[config.mk]
export PLATFORM = sky130hd
export DESIGN_NAME = im2col_idx_gen_flat
export DESIGN_NICKNAME = d
export VERILOG_FILES = /design/src/rtl/im2col_idx_gen_pkg.sv /design/src/rtl/im2col_idx_gen_if.sv /design/src/rtl/im2col_walk_cnt.sv /design/src/rtl/im2col_idx_gen.sv /design/src/flat_wrapper.sv
export SDC_FILE = /design/constraint.sdc
export NUM_CORES = 1
export LEC_CHECK = 0
export ABC_AREA = 1
export ABC_CLOCK_PERIOD_IN_PS = 5000
export CELL_PAD_IN_SITES_DETAIL_PLACEMENT = 1
export CELL_PAD_IN_SITES_GLOBAL_PLACEMENT = 1
export CORE_MARGIN = 2
export CORE_UTILIZATION = 29
export DETAILED_ROUTE_END_ITERATION = 8
export HOLD_SLACK_MARGIN = 0.02
export PLACE_DENSITY = 0.67
export SLEW_MARGIN = 20
export SYNTH_ARGS = -nofsm -noshare
export SYNTH_HDL_FRONTEND = slang
export SYNTH_HIERARCHICAL = 1
export SYNTH_SLANG_ARGS = --single-unit
[constraint.sdc]
create_clock -name clk -period 5 [get_ports clk]
set_input_delay 1.25 -clock clk [delete_from_list [all_inputs] [get_ports clk]]
set_output_delay 1.25 -clock clk [all_outputs]
set_load 0.05 [all_outputs]
[src/rtl/im2col_idx_gen_pkg.sv]
// Shared types for the im2col index generator and the downstream address converter.
package im2col_pkg;

   localparam int IDX_W_DEF = 16;
   localparam int CNT_W_DEF = 32;

   typedef enum logic [1:0] {
      IDLE,
      RUN,
      FIN
   } state_t;

   // One emitted coordinate, shared with the address converter.
   typedef struct packed {
      logic [IDX_W_DEF-1:0] Bx;
      logic [IDX_W_DEF-1:0] By;
      logic                 oob;
      logic                 last;
   } coord_t;

endpackage

[src/rtl/im2col_idx_gen_if.sv]
// Coordinate stream between the index generator (master) and the address converter (slave).
interface im2col_idx_if
   import im2col_pkg::*;
#(
   parameter int IDX_W = IDX_W_DEF
);
   logic [IDX_W-1:0] Bx;
   logic [IDX_W-1:0] By;
   logic             oob;
   logic             last;
   logic             idx_valid;
   logic             idx_ready;

   modport master (output Bx, By, oob, last, idx_valid, input idx_ready);
   modport slave  (input Bx, By, oob, last, idx_valid, output idx_ready);
endinterface

[src/rtl/im2col_walk_cnt.sv]
// 2-D wrapping tile counter: Bx is the inner loop, By the outer loop.
// Coordinates carry one extra bit so base+extent never wraps silently.
module im2col_walk_cnt #(
   parameter int IDX_W = 16
) (
   input  logic             clk,
   input  logic             rst,
   input  logic             load,
   input  logic             step,
   input  logic [IDX_W-1:0] bx_base,
   input  logic [IDX_W-1:0] by_base,
   input  logic [IDX_W-1:0] bx_cnt,
   input  logic [IDX_W-1:0] by_cnt,
   output logic [IDX_W:0]   bx,
   output logic [IDX_W:0]   by,
   output logic             wrap,
   output logic             last_row
);
   localparam int CW = IDX_W + 1;

   logic [CW-1:0] bx_q, bx_d;
   logic [CW-1:0] by_q, by_d;
   logic [CW-1:0] bx_start_q, bx_start_d;
   logic [CW-1:0] bx_end_q, bx_end_d;
   logic [CW-1:0] by_end_q, by_end_d;

   assign wrap     = (bx_q == bx_end_q);
   assign last_row = (by_q == by_end_q);
   assign bx       = bx_q;
   assign by       = by_q;

   // End points are only meaningful for non-zero extents; the FSM never walks otherwise.
   always_comb begin
      bx_d       = bx_q;
      by_d       = by_q;
      bx_start_d = bx_start_q;
      bx_end_d   = bx_end_q;
      by_end_d   = by_end_q;
      if (load) begin
         bx_d       = {1'b0, bx_base};
         by_d       = {1'b0, by_base};
         bx_start_d = {1'b0, bx_base};
         bx_end_d   = {1'b0, bx_base} + {1'b0, bx_cnt} - CW'(1);
         by_end_d   = {1'b0, by_base} + {1'b0, by_cnt} - CW'(1);
      end else if (step) begin
         if (wrap) begin
            bx_d = bx_start_q;
            by_d = by_q + CW'(1);
         end else begin
            bx_d = bx_q + CW'(1);
         end
      end
   end

   always_ff @(posedge clk or posedge rst) begin
      if (rst) begin
         bx_q       <= '0;
         by_q       <= '0;
         bx_start_q <= '0;
         bx_end_q   <= '0;
         by_end_q   <= '0;
      end else begin
         bx_q       <= bx_d;
         by_q       <= by_d;
         bx_start_q <= bx_start_d;
         bx_end_q   <= bx_end_d;
         by_end_q   <= by_end_d;
      end
   end
endmodule

[src/rtl/im2col_idx_gen.sv]
// im2col index generator: walks one tile of the im2col matrix and streams (Bx, By)
// coordinates with out-of-bounds and last flags over a valid/ready handshake.
module im2col_idx_gen
   import im2col_pkg::*;
#(
   parameter int IDX_W = IDX_W_DEF,
   parameter int CNT_W = CNT_W_DEF
) (
   input  logic             clk,
   input  logic             rst,
   input  logic             start,
   input  logic [IDX_W-1:0] bx_base,
   input  logic [IDX_W-1:0] by_base,
   input  logic [IDX_W-1:0] bx_cnt,
   input  logic [IDX_W-1:0] by_cnt,
   input  logic [IDX_W-1:0] bx_lim,
   input  logic [IDX_W-1:0] by_lim,
   output logic [CNT_W-1:0] elem_cnt,
   output logic             busy,
   output logic             done,
   im2col_idx_if.master     idx
);
   state_t           state_q, state_d;
   logic             valid_q, valid_d;
   logic             busy_q, busy_d;
   logic             done_q, done_d;
   logic [CNT_W-1:0] elem_cnt_q, elem_cnt_d;
   logic [IDX_W-1:0] bx_lim_q, bx_lim_d;
   logic [IDX_W-1:0] by_lim_q, by_lim_d;

   logic [IDX_W:0]   cur_bx;
   logic [IDX_W:0]   cur_by;
   logic             walk_wrap;
   logic             walk_last_row;
   logic             tile_last;
   logic             hs;
   logic             accept;
   logic             zero_extent;

   assign hs          = valid_q && idx.idx_ready;
   assign accept      = start && (state_q == IDLE);
   assign zero_extent = (bx_cnt == '0) || (by_cnt == '0);
   assign tile_last   = walk_wrap && walk_last_row;

   im2col_walk_cnt #(.IDX_W(IDX_W)) u_walk (
      .clk      (clk),
      .rst      (rst),
      .load     (accept),
      .step     (hs && !tile_last),
      .bx_base  (bx_base),
      .by_base  (by_base),
      .bx_cnt   (bx_cnt),
      .by_cnt   (by_cnt),
      .bx       (cur_bx),
      .by       (cur_by),
      .wrap     (walk_wrap),
      .last_row (walk_last_row)
   );

   // FIN holds for two cycles after a zero-extent start (done in the second) and one
   // cycle after a walk; done_q tells the two cases apart.
   always_comb begin
      state_d    = state_q;
      valid_d    = valid_q;
      busy_d     = busy_q;
      done_d     = 1'b0;
      elem_cnt_d = elem_cnt_q;
      bx_lim_d   = bx_lim_q;
      by_lim_d   = by_lim_q;
      unique case (state_q)
         IDLE: begin
            if (start) begin
               bx_lim_d   = bx_lim;
               by_lim_d   = by_lim;
               elem_cnt_d = '0;
               if (zero_extent) begin
                  state_d = FIN;
               end else begin
                  state_d = RUN;
                  valid_d = 1'b1;
                  busy_d  = 1'b1;
               end
            end
         end
         RUN: begin
            if (hs) begin
               elem_cnt_d = elem_cnt_q + CNT_W'(1);
               if (tile_last) begin
                  state_d = FIN;
                  valid_d = 1'b0;
                  busy_d  = 1'b0;
                  done_d  = 1'b1;
               end
            end
         end
         FIN: begin
            if (done_q) state_d = IDLE;
            else        done_d  = 1'b1;
         end
         default: state_d = IDLE;
      endcase
   end

   always_ff @(posedge clk or posedge rst) begin
      if (rst) begin
         state_q    <= IDLE;
         valid_q    <= 1'b0;
         busy_q     <= 1'b0;
         done_q     <= 1'b0;
         elem_cnt_q <= '0;
         bx_lim_q   <= '0;
         by_lim_q   <= '0;
      end else begin
         state_q    <= state_d;
         valid_q    <= valid_d;
         busy_q     <= busy_d;
         done_q     <= done_d;
         elem_cnt_q <= elem_cnt_d;
         bx_lim_q   <= bx_lim_d;
         by_lim_q   <= by_lim_d;
      end
   end

   // The wide compare also flags any coordinate that overflowed into bit IDX_W.
   assign idx.oob       = valid_q && ((cur_bx >= {1'b0, bx_lim_q}) || (cur_by >= {1'b0, by_lim_q}));
   assign idx.last      = valid_q && tile_last;
   assign idx.Bx        = cur_bx[IDX_W-1:0];
   assign idx.By        = cur_by[IDX_W-1:0];
   assign idx.idx_valid = valid_q;
   assign elem_cnt      = elem_cnt_q;
   assign busy          = busy_q;
   assign done          = done_q;
endmodule

[src/flat_wrapper.sv]
// flat-port wrapper written by rule: the top's interface ports become plain ports
module im2col_idx_gen_flat import im2col_pkg::*;
#(
   parameter int IDX_W = IDX_W_DEF,
   parameter int CNT_W = CNT_W_DEF
)
  (clk, rst, start, bx_base, by_base, bx_cnt, by_cnt, bx_lim, by_lim, elem_cnt, busy, done, idx_Bx, idx_By, idx_oob, idx_last, idx_idx_valid, idx_idx_ready);
  im2col_idx_if #(.IDX_W(IDX_W)) idx_i ();
  input  logic clk;
  input  logic rst;
  input  logic start;
  input  logic [IDX_W-1:0] bx_base;
  input  logic [IDX_W-1:0] by_base;
  input  logic [IDX_W-1:0] bx_cnt;
  input  logic [IDX_W-1:0] by_cnt;
  input  logic [IDX_W-1:0] bx_lim;
  input  logic [IDX_W-1:0] by_lim;
  output logic [CNT_W-1:0] elem_cnt;
  output logic busy;
  output logic done;
  output wire logic [$bits(idx_i.Bx)-1:0] idx_Bx;
  output wire logic [$bits(idx_i.By)-1:0] idx_By;
  output wire logic [$bits(idx_i.oob)-1:0] idx_oob;
  output wire logic [$bits(idx_i.last)-1:0] idx_last;
  output wire logic [$bits(idx_i.idx_valid)-1:0] idx_idx_valid;
  input wire logic [$bits(idx_i.idx_ready)-1:0] idx_idx_ready;
  assign idx_Bx = idx_i.Bx;
  assign idx_By = idx_i.By;
  assign idx_oob = idx_i.oob;
  assign idx_last = idx_i.last;
  assign idx_idx_valid = idx_i.idx_valid;
  assign idx_i.idx_ready = idx_idx_ready;
  im2col_idx_gen #(.IDX_W(IDX_W), .CNT_W(CNT_W)) u_core (.clk(clk), .rst(rst), .start(start), .bx_base(bx_base), .by_base(by_base), .bx_cnt(bx_cnt), .by_cnt(by_cnt), .bx_lim(bx_lim), .by_lim(by_lim), .elem_cnt(elem_cnt), .busy(busy), .done(done), .idx(idx_i));
endmodule
# ---- Word-level counts from Yosys, hierarchy flattened
# Cells that the tools add are included.
# Widths: inputs -> output; s select.
dict set report word_totals {
  wordCells 73
  register_bits 152
  n_memories 0
  latchBits 0
  output_inout_bits 69
  rom_bits 0
  ramBits 0
  input_bits 100
}
dict set report classes {
  mul 0
  n_bitwise 0
  shifts 0
  div_mod_pow 0
  mux 24
  order_cmp 2
  eq_ne 9
  addsub 7
  reduce_logical 20
}
# cell n
set op_table {}
lappend op_table {{$mux 17} 6}
lappend op_table {{$mux 32} 2}
lappend op_table {{$pmux 32 s2} 1}
lappend op_table {{$add 16x16->17} 2}
lappend op_table {{$add 17x1->17 const B} 2}
lappend op_table {{$eq 17x17->1} 2}
lappend op_table {{$ge 17x16->1} 2}
lappend op_table {{$sub 17x1->17 const B} 2}
lappend op_table {{$add 32x1->32 const B} 1}
lappend op_table {{$logic_not 16->1} 2}
lappend op_table {{$mux 2} 5}
lappend op_table {{$mux 1} 7}
lappend op_table {{$logic_and 1x1->1} 6}
lappend op_table {{$ne 2x1->1 const B} 3}
lappend op_table {{$pmux 2 s3} 1}
lappend op_table {{$reduce_bool 2->1} 3}
lappend op_table {{$reduce_and 5->1} 1}
lappend op_table {{$ne 2x2->1 const B} 2}
lappend op_table {{$pmux 1 s2} 2}
lappend op_table {{$reduce_and 2->1} 2}
lappend op_table {{$reduce_and 4->1} 1}
lappend op_table {{$reduce_and 3->1} 1}
lappend op_table {{$eq 2x1->1 const B} 1}
lappend op_table {{$eq 2x2->1 const B} 1}
lappend op_table {{other kinds (3)} 4}

# ---- Longest topological paths before layout
dict set report depth {
  ltp_word 6
  depth_mapped 15
  depth_no_buf 15
}

# ---- By module
# The synthesis kept the hierarchy.
# mod cells_each area_each_um2 n_inst seq_area_each_um2
set modules_own_cells {}
lappend modules_own_cells {im2col_walk_cnt 1058 7099.3 1 2102.0}
lappend modules_own_cells {im2col_idx_gen 647 4440.5 1 1701.6}

# ---- Worst setup path after synthesis
# No wires, ideal clock.
dict set report synth_path {
  path_type {reg-to-output}
  startpoint {register u_core.u_walk.bx_q[7] (netlist: u_core/u_walk/bx[7])}
  endpoint {output port idx_last}
  required_ps 3750
  path_stages_with_launch 9
  arrival_ps 2203
  slack_ps 1547
  path_buffers 1
  cell_sequence {dfrtp_1 -> buf_2 -> xnor2_1 -> nand2_1 -> nor2_2 -> nand3_4 -> inv_1 -> nand2_1 -> nor2_1}
}
dict set report synth_via {
  elab_chain_len 3
}
# item line_no
set synth_rtl {}
lappend synth_rtl {{from (decl)} im2col_walk_cnt.sv:21} ;# logic [CW-1:0] bx_q, bx_d;
lappend synth_rtl {{from (signal assigned)} im2col_walk_cnt.sv:57} ;# bx_q <= '0;
lappend synth_rtl {{from (signal assigned)} im2col_walk_cnt.sv:63} ;# bx_q <= bx_d;
lappend synth_rtl {{$eq 17x17->1} im2col_walk_cnt.sv:27} ;# assign wrap = (bx_q == bx_end_q);
lappend synth_rtl {{via u_core.walk_wrap} im2col_idx_gen.sv:33} ;# logic walk_wrap;
lappend synth_rtl {{$logic_and 1x1->1} im2col_idx_gen.sv:43} ;# assign tile_last = walk_wrap && walk_last_row;
lappend synth_rtl {{$logic_and 1x1->1} im2col_idx_gen.sv:126} ;# assign idx.last = valid_q && tile_last;
lappend synth_rtl {{to (decl)} flat_wrapper.sv:24} ;# output wire logic [$bits(idx_i.last)-1:0] idx_last;
# The timed path passes the listed nets, and every way through them passes these cells.

# ---- Worst setup path in the final report
dict set report layout_path {
  startpoint {register u_core.u_walk.bx_q[13] (netlist: u_core/u_walk/bx[13])}
  endpoint {output port idx_last}
}
# Same word-level chain as after synthesis.

==> impl_metrics.tcl <==
set metrics [dict create \
    status "finished clean" \
    p_sw_w 0.000796 \
    cts_setup_buffers 0 \
    clock_sinks 152 \
    critPathKind "reg -> out" \
    vdd_drop_max_mv 0.237 \
    grt_use_total 0.190 \
    drt_pass1_iterations 5 \
    antenna_found_initial 0 \
    ys.flop_type "dfrtp_1" \
    max-clock-path-buffers 2 \
    start_util 0.292 \
    final_common_cell "nand2_1" \
    synth_area_sq_um 11500 \
    grt_pass1_vias 11693 \
    dp_hpwl_um 30300 \
    postCtsHoldBufs 0 \
    cp.arrival_ns 3.12 \
    finClkSkew_ns 0.0122 \
    grt_first_pass_wirelength_um 62200 \
    cts_buffers 17 \
    pin_count 169 \
    fin_crit_ns 4.37 \
    via_count 11249 \
    placed_cell_area_sq_um 13800 \
    synth_cells 1705 \
    postSynthAreaPerCell_sq_um 6.77 \
    design.die.area_sq_um 41400 \
    setup_tns_ns 0 \
    cp_max_fo 18 \
    dieWidth_um 203 \
    dp_cells 2366 \
    yosysSeqAreaShare 0.330 \
    grt_remaining_overflow 0 \
    synth_seq_cells 152 \
    synthArstFlopShare 1.00 \
    rows 73 \
    wl_per_cell_um 16.0 \
    power.share.switching 0.248 \
    maxSlewViolCount 0 \
    layout_common_cells "nand2_1, inv_1, clkdlybuf4s50_1" \
    yosysWarnings 6 \
    syn-num-nets 1907 \
    seqPwrFrac 0.383 \
    leakage_nw 7.49 \
    crit_path_start_kind "flop" \
    nets 2062 \
    cap_violations 0 \
    vias_per_cell 4.69 \
    portBuffers 168 \
    cts_tree "yes" \
    powerDensity_nw_per_um2 223 \
    area.growth.synth_to_final_pct 25.1 \
    power_w 0.00321 \
    fin_cells 2398 \
    required_ns 3.75 \
    worstMarginPinSlew_ns 0.809 \
    gp_congestion 0.843 \
    final_area_sq_um 14400 \
    drive_gt1_frac 0.0427 \
    synth_edf_count 0 \
    yosys.area.top_type_share 0.330 \
    intPower_w 0.00242 \
    die_y_um 203 \
    p_comb_frac 0.147 \
    max_slew_margin 0.460 \
    clk_latency_ns 0.43 \
    core_region_area_sq_um 39500 \
    fin_crit_sh 0.874 \
    clk_pin_slew_worst_paths_ns 0.06 \
    rsz0062_at_grt "no" \
    detail-route-antenna-nets 0 \
    drtIter0Drc 448 \
    synth.area.top_cells "dfrtp_1, nand2_1, ha_1, inv_1, nor2_1" \
    synth_area_leader_cell "dfrtp_1" \
    setup_viol 0 \
    htreeDepth 4 \
    wl_um 38300 \
    cts_root_buffer "clkbuf_16" \
    fmax_mhz 229 \
    synth_cell_types 41 \
    ctsResizeCount 0 \
    hold_class "reg -> reg" \
    cp-end-kind "primary output" \
    power_frac_clock 0.470 \
    drc 0 \
    grt_max_degree 149 \
    hold_viol 0 \
]
## kinds of logic after synthesis
| kind of cell | Yosys count | synth area share |
|---|---|---|
| xor+xnor | 34 | 0.0258 |
| mux | 1 | 0.000867 |
| flops | 152 | 0.330 |
| simple gates | 833 | 0.303 |
| compound gates | 229 | 0.109 |
| buf+inv | 354 | 0.119 |
| fa+ha+maj | 102 | 0.112 |
## per-layer routing
metal	track usage	share of wire	vias up
met5	0	0	-
met2	0.316	0.46	177
met4	0.0414	0.010	0
li1	-	-	5670
met1	0.259	0.49	5376
met3	0.0324	0.038	26
## critical path, cell delays in order, from the launching register on
cell	delay, ns
dfrtp_1	0.53
inv_2	0.10
nand2_1	0.08
nand2_1	0.06
nor2_1	0.12
nand2_1	0.10
nor2_4	0.13
nand3_4	0.26
inv_1	0.18
nand2_1	0.17
nor2_1	0.14
clkdlybuf4s50_1	0.81
## Yosys cell counts (8+ instances only)
cell type,instances
xor2_1,18
o21ai_1,10
ha_1,100
nand3_1,97
a21oi_1,63
nor3_1,19
inv_2,10
nor2_1,160
o21ai_0,109
o21bai_1,8
xnor2_1,16
clkbuf_1,22
a21boi_0,12
o21ai_2,9
dfrtp_1,152
inv_1,305
nand2_1,494
nand4_1,30
## path summary, 6_finish.rpt
check | startpoint | endpoint | slack, ns | depth (start not counted)
worst max-delay path | u_core/u_walk/bx[13]$_DFFE_PP0P_ | idx_last | 0.63 | 11
worst max register to register | u_core/u_walk/bx[13]$_DFFE_PP0P_ | u_core/u_walk/by[1]$_DFFE_PP0P_ | 1.97 | 15
worst min register to register | u_core/u_walk/bx_start_q[13]$_DFFE_PP0P_ | u_core/u_walk/bx_start_q[13]$_DFFE_PP0P_ | 0.47 | 2
min in group asynchronous | rst | u_core/u_walk/by[3]$_DFFE_PP0P_ | 1.05 | 2
max in group asynchronous | rst | u_core/elem_cnt[21]$_DFFE_PP0P_ | 3.10 | 3
worst min-delay path | u_core/u_walk/bx_start_q[13]$_DFFE_PP0P_ | u_core/u_walk/bx_start_q[13]$_DFFE_PP0P_ | 0.47 | 2
## state kept, by name (all words and copies together), names as in the netlist, 2 cells and up
register / count
u_core/u_walk/bx: 17
u_core/state_q: 2
u_core/u_walk/by_end_q: 17
u_core/u_walk/bx_start_q: 16
u_core/elem_cnt: 32
u_core/bx_lim_q: 16
u_core/by_lim_q: 16
u_core/u_walk/by: 17
u_core/u_walk/bx_end_q: 17
## power by group through the flow
stage,clock network [W],registers (W),logic [W]
after floorplan,0,0.00125,0.000295
after global placement,0,0.00125,0.000467
after detailed placement,0,0.00125,0.000478
after CTS,0.00155,0.00123,0.000481
after global routing,0.00160,0.00123,0.000547
final,0.00151,0.00123,0.000473
## layout make-up
cell class | count | area [sq um]
antenna | 1 | 2.50
clock buffer | 23 | 488
clock inverter | 8 | 190
fill | 5035 | 25100
inverter | 315 | 1190
multi-input combinational | 1199 | 6360
sequential | 152 | 3800
tap | 525 | 657
timing repair buffer | 175 | 1750
## stage by stage
stage / worst slack, ns / hold slack [ns] / utilization
after floorplan: 1.55 / 0.436 / -
after global placement: 1.17 / 0.457 / 0.348
after detailed placement: 1.11 / 0.460 / 0.348
after CTS: 0.622 / 0.475 / 0.365
after global routing: 0.423 / 0.492 / 0.365
final: 0.630 / 0.468 / 0.365
Note: power is estimated with default switching activity, not from simulation.
==> variant (same settings) <==
`bx_q` and `by_q` no longer have a reset.
--- a/src/rtl/im2col_walk_cnt.sv
+++ b/src/rtl/im2col_walk_cnt.sv
@@ -55,12 +55,8 @@
    always_ff @(posedge clk or posedge rst) begin
       if (rst) begin
-         bx_q       <= '0;
-         by_q       <= '0;
          bx_start_q <= '0;
          bx_end_q   <= '0;
          by_end_q   <= '0;
       end else begin
-         bx_q       <= bx_d;
-         by_q       <= by_d;
          bx_start_q <= bx_start_d;
          bx_end_q   <= bx_end_d;
@@ -68,4 +64,9 @@
       end
    end
+
+   always_ff @(posedge clk) begin
+      bx_q <= bx_d;
+      by_q <= by_d;
+   end
 endmodule
 
Formal check against the unedited RTL: not equivalent (Yosys sat finds a counterexample within 4 cycles, from zero or initial values and one cycle with rst high).
==> variant against the unedited design <==
- utilization increased by 0.32 points
- sequential cell count unchanged
- critical endpoint unchanged
- largest power group unchanged
- power decreased by 4.4%
- synthesized cell count decreased by 3.7%
- final area decreased by 1.4%
- synthesized area decreased by 1.5%
- register-to-register slack improved by 0.12 ns
- worst setup slack improved by 0.00063 ns
- combinational power decreased by 2%
- critical path type unchanged
- wire length decreased by 3.9%
- die area decreased by 1.5%
==> variant: results (changes against the unedited design) <==
stage;metric;value;unit;change
status;outcome;finished clean;;
drt;first_iter_violations;368;;-18%
global_route;grt_util_all_layers;0.185;;-0.00545
pwr;irDropWorstVdd;0.000247;V;+4.2%
layout;largest_reg_flops;32;;unchanged
global_route;antenna_found_initial;2;;+2
drt;wl_met2;17700;um;+1.1%
drt;wl_met1;17600;um;-6.8%
drt;wl_met3;971;um;-34%
pwr;power.leakage;7.30;nW;-2.5%
logic_synthesis;synth_edf_count;32;;+32
layout;nets;2010;;-2.5%
global_route;grt_use_met2;0.320;;+0.00413
setup_path;cpPeakStageDelay;0.84;ns;+0.03 ns
layout;drive_above_1_share;0.0434;;+0.000695
global_route;grt_max_degree;54;;-64%
setup_path;cp_top_family;simple AND/OR/NAND/NOR gates;;
logic_synthesis;synth_nets;1844;;-3.3%
placement;placed_cells_incl_taps;2307;;-2.5%
global_route;grt_pass1_wl;60200;um;-3.2%
logic_synthesis;syn_inst;1642;;-3.7%
setup_path;critPathMaxFanout;6;;-12
logic_synthesis;synth_cell_types;40;;-2.4%
global_route;grt_pass1_vias;11500;;-1.3%
drt;wirelength;36800;um;-3.9%
logic_synthesis;ys_top_cells_by_area;dfrtp_1, nand2_1, ha_1;;
logic_synthesis;synthTopCellsByCount;nand2_1, inv_1, nor2_1;;
sta;slew_headroom;0.366;;-0.0945
placement;postPlaceCellArea;0.0136;mm2;-0.97%
logic_synthesis;ys_seq_area_frac;0.348;;+0.0183
placement;globalplace.congestion;0.896;;+6.3%
drt;drt_first_pass_iters;4;;-1
drt;vias;10900;;-3.3%
global_route;grt_use_met3;0.0234;;-0.00906
logic_synthesis;synthArstFlopShare;0.776;;-0.224
drt;viasPerCell;4.65;;-0.87%
placement;dp_hpwl;30000;um;-0.94%
sta;fin_skew;0.0123;ns;+0.000151 ns
[variant: cell type report]
class                      count  area, um2
antenna                        2       5.00
clock buffer                  23        489
clock inverter                 7        115
fill                        4854      24400
inverter                     310       1160
multi-input combinational   1148       6090
sequential                   152       3950
tap                          518        648
timing repair buffer         179       1760
[variant: logic make-up (layout without fill, tap and decap cells)]
group	Yosys count	count (layout)	share of synthesized area
fa+ha+maj	102	102	0.114
flops	152	152	0.348
simple gates	811	811	0.299
other cells	0	2	0
buf+inv	342	519	0.116
xor+xnor	50	50	0.0385
compound gates	185	185	0.0851
[variant: stage by stage]
stage | hold WS, ns | setup WS [ns] | utilization
floorplan | 0.436 | 1.51 | -
global placement | 0.463 | 1.01 | 0.352
detailed placement | 0.469 | 1.06 | 0.352
CTS | 0.485 | 0.578 | 0.368
global route | 0.524 | 0.448 | 0.368
finish | 0.479 | 0.631 | 0.368
[variant: final timing paths]
path,to,from,slack (ns),depth (start not counted)
setup / recovery,idx_last,u_core/u_walk/by[6],0.63,9
hold / removal,u_core/u_walk/bx_start_q[15],u_core/u_walk/bx_start_q[15],0.48,2
setup reg to reg,u_core/u_walk/bx[7],u_core/state_q[1],2.09,6
hold reg to reg,u_core/u_walk/bx_start_q[15],u_core/u_walk/bx_start_q[15],0.48,2
max in group asynchronous,u_core/by_lim_q[6],rst,2.72,3
min in group asynchronous,u_core/elem_cnt[26],rst,1.31,2
[variant: power breakdown]
| part | total (mW) | switching [mW] | internal [mW] | leakage, nW |
|---|---|---|---|---|
| sequential | 1.26 | 0 | 1.26 | 1.50 |
| clock | 1.35 | 0.511 | 0.836 | 0.299 |
| combinational | 0.465 | 0.264 | 0.202 | 5.50 |
